$ cat src/rtl/shift_ctrl_pkg.sv
// Shared constants and types for the shift-load arbiter: state encoding,
// default register width and a grant encoder.
package shift_ctrl_pkg;

  localparam logic [1:0] ST_IDLE  = 2'd0;
  localparam logic [1:0] ST_SHIFT = 2'd1;
  localparam logic [1:0] ST_DONE  = 2'd2;

  localparam int SHIFT_W = 4;

  typedef enum logic [1:0] {
    IDLE  = ST_IDLE,
    SHIFT = ST_SHIFT,
    DONE  = ST_DONE
  } state_t;

  function automatic logic [1:0] onehot2(input logic k);
    return k ? 2'b10 : 2'b01;
  endfunction

endpackage

$ cat src/rtl/shift_load_arbiter_if.sv
// Request/data/grant bundle between the control logic (master) and the
// shift-load arbiter (slave).
interface shift_load_arbiter_if
  import shift_ctrl_pkg::*;
#(
  parameter int W = SHIFT_W
);

  logic [1:0]   req;
  logic [W-1:0] data0;
  logic [W-1:0] data1;
  logic [1:0]   gnt;
  logic         busy;
  logic         d_out;
  logic [W-1:0] y;
  logic         done;
  logic         done_id;

  modport master (
    output req, data0, data1,
    input  gnt, busy, d_out, y, done, done_id
  );

  modport slave (
    input  req, data0, data1,
    output gnt, busy, d_out, y, done, done_id
  );

endinterface

$ cat src/rtl/shift_load_arbiter_shift_left_n.sv
// W-bit shift-left register: d enters at bit 0 when en is high; clears on
// synchronous reset.
module shift_left_n
  import shift_ctrl_pkg::*;
#(
  parameter int W = SHIFT_W
) (
  input  logic         clk,
  input  logic         rst,
  input  logic         en,
  input  logic         d,
  output logic [W-1:0] y
);

  logic [W-1:0] y_q;
  logic [W-1:0] y_d;

  always_comb begin
    y_d = y_q;
    if (en) begin
      y_d = {y_q[W-2:0], d};
    end
  end

  always_ff @(posedge clk) begin
    if (rst) begin
      y_q <= '0;
    end else begin
      y_q <= y_d;
    end
  end

  assign y = y_q;

endmodule

$ cat src/rtl/shift_load_arbiter.sv
// Two-requester arbiter that loads a granted word MSB-first into a shared
// shift-left register. Define SHIFT_LOAD_FIXED_PRIO_EN for fixed priority
// (requester 0 wins ties); default is round-robin.
//
//   state | meaning
//   IDLE  | no transfer; waiting for a request
//   SHIFT | shifting word into y, one bit per cycle for W cycles
//   DONE  | y holds the granted word; done pulse, grant still held
module shift_load_arbiter
  import shift_ctrl_pkg::*;
#(
  parameter int W = SHIFT_W
) (
  input  logic                 clk,
  input  logic                 rst,
  shift_load_arbiter_if.slave  bus
);

  localparam int CW = $clog2(W);
  localparam logic [CW-1:0] CNT_LAST = CW'(W - 1);

  state_t        state_q, state_d;
  logic [1:0]    gnt_q, gnt_d;
  logic [W-1:0]  word_q, word_d;
  logic [CW-1:0] cnt_q, cnt_d;
`ifndef SHIFT_LOAD_FIXED_PRIO_EN
  logic          last_id_q, last_id_d;
`endif

  logic          pick_id;
  logic          d_out;
  logic [W-1:0]  y;

  always_comb begin
    pick_id = 1'b0;
    case (bus.req)
      2'b01:   pick_id = 1'b0;
      2'b10:   pick_id = 1'b1;
`ifdef SHIFT_LOAD_FIXED_PRIO_EN
      2'b11:   pick_id = 1'b0;
`else
      2'b11:   pick_id = ~last_id_q;
`endif
      default: pick_id = 1'b0;
    endcase
  end

  always_comb begin
    state_d   = state_q;
    gnt_d     = gnt_q;
    word_d    = word_q;
    cnt_d     = cnt_q;
`ifndef SHIFT_LOAD_FIXED_PRIO_EN
    last_id_d = last_id_q;
`endif
    case (state_q)
      IDLE: begin
        if (bus.req != 2'b00) begin
          word_d  = pick_id ? bus.data1 : bus.data0;
          gnt_d   = onehot2(pick_id);
          cnt_d   = '0;
          state_d = SHIFT;
        end
      end
      SHIFT: begin
        cnt_d = cnt_q + 1'b1;
        if (cnt_q == CNT_LAST) begin
          state_d = DONE;
        end
      end
      DONE: begin
        state_d   = IDLE;
        gnt_d     = 2'b00;
`ifndef SHIFT_LOAD_FIXED_PRIO_EN
        last_id_d = gnt_q[1];
`endif
      end
      default: begin
        state_d = IDLE;
        gnt_d   = 2'b00;
      end
    endcase
  end

  always_ff @(posedge clk) begin
    if (rst) begin
      state_q   <= IDLE;
      gnt_q     <= 2'b00;
      word_q    <= '0;
      cnt_q     <= '0;
`ifndef SHIFT_LOAD_FIXED_PRIO_EN
      last_id_q <= 1'b1;
`endif
    end else begin
      state_q   <= state_d;
      gnt_q     <= gnt_d;
      word_q    <= word_d;
      cnt_q     <= cnt_d;
`ifndef SHIFT_LOAD_FIXED_PRIO_EN
      last_id_q <= last_id_d;
`endif
    end
  end

  // MSB first: cnt 0 selects word[W-1]
  assign d_out = (state_q == SHIFT) ? word_q[CNT_LAST - cnt_q] : 1'b0;

  shift_left_n #(.W(W)) u_shift (
    .clk (clk),
    .rst (rst),
    .en  (state_q == SHIFT),
    .d   (d_out),
    .y   (y)
  );

  assign bus.gnt     = gnt_q;
  assign bus.busy    = (state_q == SHIFT) || (state_q == DONE);
  assign bus.d_out   = d_out;
  assign bus.y       = y;
  assign bus.done    = (state_q == DONE);
  assign bus.done_id = gnt_q[1];

endmodule

$ cat src/flat_wrapper.sv
// flat-port wrapper written by rule: the top's interface ports become plain ports
module shift_load_arbiter_flat import shift_ctrl_pkg::*;
#(
  parameter int W = SHIFT_W
)
  (clk, rst, bus_req, bus_data0, bus_data1, bus_gnt, bus_busy, bus_d_out, bus_y, bus_done, bus_done_id);
  shift_load_arbiter_if #(.W(W)) bus_i ();
  input  logic clk;
  input  logic rst;
  input wire logic [$bits(bus_i.req)-1:0] bus_req;
  input wire logic [$bits(bus_i.data0)-1:0] bus_data0;
  input wire logic [$bits(bus_i.data1)-1:0] bus_data1;
  output wire logic [$bits(bus_i.gnt)-1:0] bus_gnt;
  output wire logic [$bits(bus_i.busy)-1:0] bus_busy;
  output wire logic [$bits(bus_i.d_out)-1:0] bus_d_out;
  output wire logic [$bits(bus_i.y)-1:0] bus_y;
  output wire logic [$bits(bus_i.done)-1:0] bus_done;
  output wire logic [$bits(bus_i.done_id)-1:0] bus_done_id;
  assign bus_i.req = bus_req;
  assign bus_i.data0 = bus_data0;
  assign bus_i.data1 = bus_data1;
  assign bus_gnt = bus_i.gnt;
  assign bus_busy = bus_i.busy;
  assign bus_d_out = bus_i.d_out;
  assign bus_y = bus_i.y;
  assign bus_done = bus_i.done;
  assign bus_done_id = bus_i.done_id;
  shift_load_arbiter #(.W(W)) u_core (.clk(clk), .rst(rst), .bus(bus_i));
endmodule
$ cat config.mk
export PLATFORM = sky130hd
export DESIGN_NAME = shift_load_arbiter_flat
export DESIGN_NICKNAME = d
export VERILOG_FILES = /design/src/rtl/shift_ctrl_pkg.sv /design/src/rtl/shift_load_arbiter_if.sv /design/src/rtl/shift_load_arbiter_shift_left_n.sv /design/src/rtl/shift_load_arbiter.sv /design/src/flat_wrapper.sv
export SDC_FILE = /design/constraint.sdc
export NUM_CORES = 1
export LEC_CHECK = 0
export ABC_CLOCK_PERIOD_IN_PS = 3500
export CAP_MARGIN = 10
export CORE_AREA = 2 2 39 41
export CTS_CLUSTER_DIAMETER = 60
export DETAILED_ROUTE_END_ITERATION = 16
export DIE_AREA = 0 0 41 43
export DONT_BUFFER_PORTS = 1
export PLACE_DENSITY = 0.66
export SYNTH_ARGS = -nofsm -noshare
export SYNTH_HDL_FRONTEND = slang
export SYNTH_HIERARCHICAL = 1
export SYNTH_SLANG_ARGS = --single-unit
$ cat constraint.sdc
create_clock -name clk -period 3.5 [get_ports clk]
set_clock_uncertainty 0.2 [all_clocks]
set_input_delay 1.05 -clock clk [delete_from_list [all_inputs] [get_ports clk]]
set_output_delay 1.05 -clock clk [all_outputs]
set_load 0.02 [all_outputs]
==> metrics.csv <==
metric;value;unit
Sequential Area;300;um^2
fin crit share;78.0;%
clock power share;28.3;%
Starting Density;51.4;%
Routed WL;1.31;mm
internal power;0.250;mW
fin area;742;um^2
first-pass GRT wire length;2.15;mm
Seq pwr share;55.3;%
DRC viols;0;
vias in the first global route;509;
Gate power share;16.4;%
P_leak;0.284;nW
Synth Net Count;88;
top-level port count;22;
H-tree depth;1;
Inst Count DP;85;
DRT iter0 DRCs;17;
core area;1380;um^2
Max Transition Viols Final;0;
Tot Pwr;0.348;mW
Synth top cells by count;dfxtp_1 (15), inv_1 (6);
CTS tree;built;
# Post-CTS Setup Buffers;0;
Final min period;2730;ps
Yosys top cell by area;dfxtp_1;
Mean Syn Cell Area;9.89;um^2
via count;526;
DP Area;714;um^2
Hold Path Class;flop to flop;
fin worst setup slack;771;ps
Fin. Hold Viols;0;
post-CTS sizing;0;
Distinct cells, synth;26;
synth warn;6;
vias per cell;5.91;
Fillers;128;
DIE WIDTH;41;um
CP Data Required Time;2250;ps
flop and latch count out of synthesis;15;
fin nets;90;
P per Cell Area;468;nW/um^2
Setup crit start kind;flop;
Cells after Synth;72;
Die H;43;um
actual slew at the worst max-slew pin;546;ps
top cell type's share of synthesized area;42.2;%
hpwl dp;963;um
Clock Sinks;15;
Layout area overhead;4.22;%
DRT antenna net count;0;
Slew HR;63.4;%
area of the multi-input gates;372;um^2
GPL Wtd Cong;0.719;
register area share after synthesis;42.2;%
Peak Freq;366;MHz
WP data arrival;1480;ps
EDFF count, synth;0;
fin util;53.6;%
Total GRT Usage;18.1;%
port bufs;0;
antenna violations before repair;0;
Mapped Area;712;um^2
share of layout cells above drive strength 1;6.85;%
deepest clock path buffer count;2;
outcome;finished, final reports clean;
ranking of synthesized cells by area;dfxtp_1 (42%), ha_1 (7.0%), mux2i_1 (7.0%), a221o_1 (5.6%), nor3b_1 (5.3%);
WL per Instance;14.7;um
final setup vio count;0;
die footprint;1760;um^2
Switch Pwr;0.0977;mW
CP endpoint kind;output pin;
Synth Flop Type;dfxtp_1;
crit path kind;flop to output pin;
grt ovf;0;
worst skew pair latency;280;ps
Std-Cell Rows;14;
pre-CTS WS;1060;ps
post-synthesis async set-or-reset flop share;0;%
diodes inserted;0;
RSZ-0062 raised after global routing;false;
Crit Path Max Fanout;11;
most common cell in the synthesized netlist;dfxtp_1;
CTS Root Cell;clkbuf_4;
Total Neg Setup Slack;0;ps
maximum vdd drop;0.245;mV
pin count of the biggest net entering global routing;16;
Finished Layout Cells;89;
number of hold buffers added after cts;0;
Reg clk slew, reported paths;90;ps
Sw Ratio;28.1;%
Num CTS Buffers;3;
router iterations before antenna repair;4;
Final Hold Slack;318;ps
Max Cap Viol;0;
## power by group through the flow
stage	Clock, mW	Combinational (mW)	Sequential [mW]
4_1_cts	0.103	0.0576	0.193
3_5_place_dp	0	0.0572	0.197
2_1_floorplan	0	0.0532	0.193
3_3_place_gp	0	0.0568	0.196
5_1_grt	0.110	0.0640	0.194
6_report	0.0984	0.0568	0.192
## kinds of logic (layout without fill, tap and decap cells)
| group | count (synthesis) | count (layout) | share of synthesized area (%) |
|---|---|---|---|
| muxes | 6 | 6 | 10.2 |
| DFF | 15 | 15 | 42.2 |
| AOI/OAI and AO/OA | 20 | 20 | 20.6 |
| adders and majority gates | 4 | 4 | 7.03 |
| buffers and inverters | 9 | 10 | 5.62 |
| and+or+nand+nor | 18 | 18 | 14.4 |
## critical path: stages (launching register included)
cell	delay [ps]
dfxtp_1	340
inv_1	80
ha_1	440
and2_1	340
## registers in the layout, indices dropped and copies added, names as in the netlist
signal,flops
u_core/last_id_q,1
u_core/u_shift/y,4
u_core/bus.gnt,2
u_core/word_q,4
u_core/state_q,2
u_core/cnt_q,2
## path summary, 6_finish.rpt
check / from / to / slack [ps] / cells after the start
max: u_core/state_q[1]$_SDFFE_PP0P_ / bus_d_out / 770 / 3
min: u_core/cnt_q[1]$_SDFFE_PP0P_ / u_core/cnt_q[1]$_SDFFE_PP0P_ / 320 / 2
max reg2reg: u_core/state_q[1]$_SDFFE_PP0P_ / u_core/cnt_q[0]$_SDFFE_PP0P_ / 1650 / 5
min reg2reg: u_core/cnt_q[1]$_SDFFE_PP0P_ / u_core/cnt_q[1]$_SDFFE_PP0P_ / 320 / 2
## cell type report
cell class / instances / area share [%]
multi-input cells: 48 / 50.1
flip-flops and latches: 15 / 40.5
clock buffers: 3 / 3.04
inverters: 6 / 3.04
well taps: 16 / 2.70
clock inverters: 1 / 0.675
## per-layer routing
layer / global-route usage, % / share of wire, % / up-vias
met4: 10.0 / 0.69 / 0
li1: - / - / 266
met5: 0 / 0 / -
met1: 25.0 / 46 / 242
met3: 5.24 / 6.0 / 2
met2: 24.4 / 47 / 16
## placed cells by master (no fill, tap or decap), types with 3 or more instances in the layout
master	count
mux2i_1	5
nor3b_1	5
dfxtp_1	15
nor2_1	5
a221o_1	4
inv_1	6
clkbuf_4	3
a21oi_1	4
ha_1	4
o21ai_0	5
Note: power is estimated with default switching activity, not from simulation.
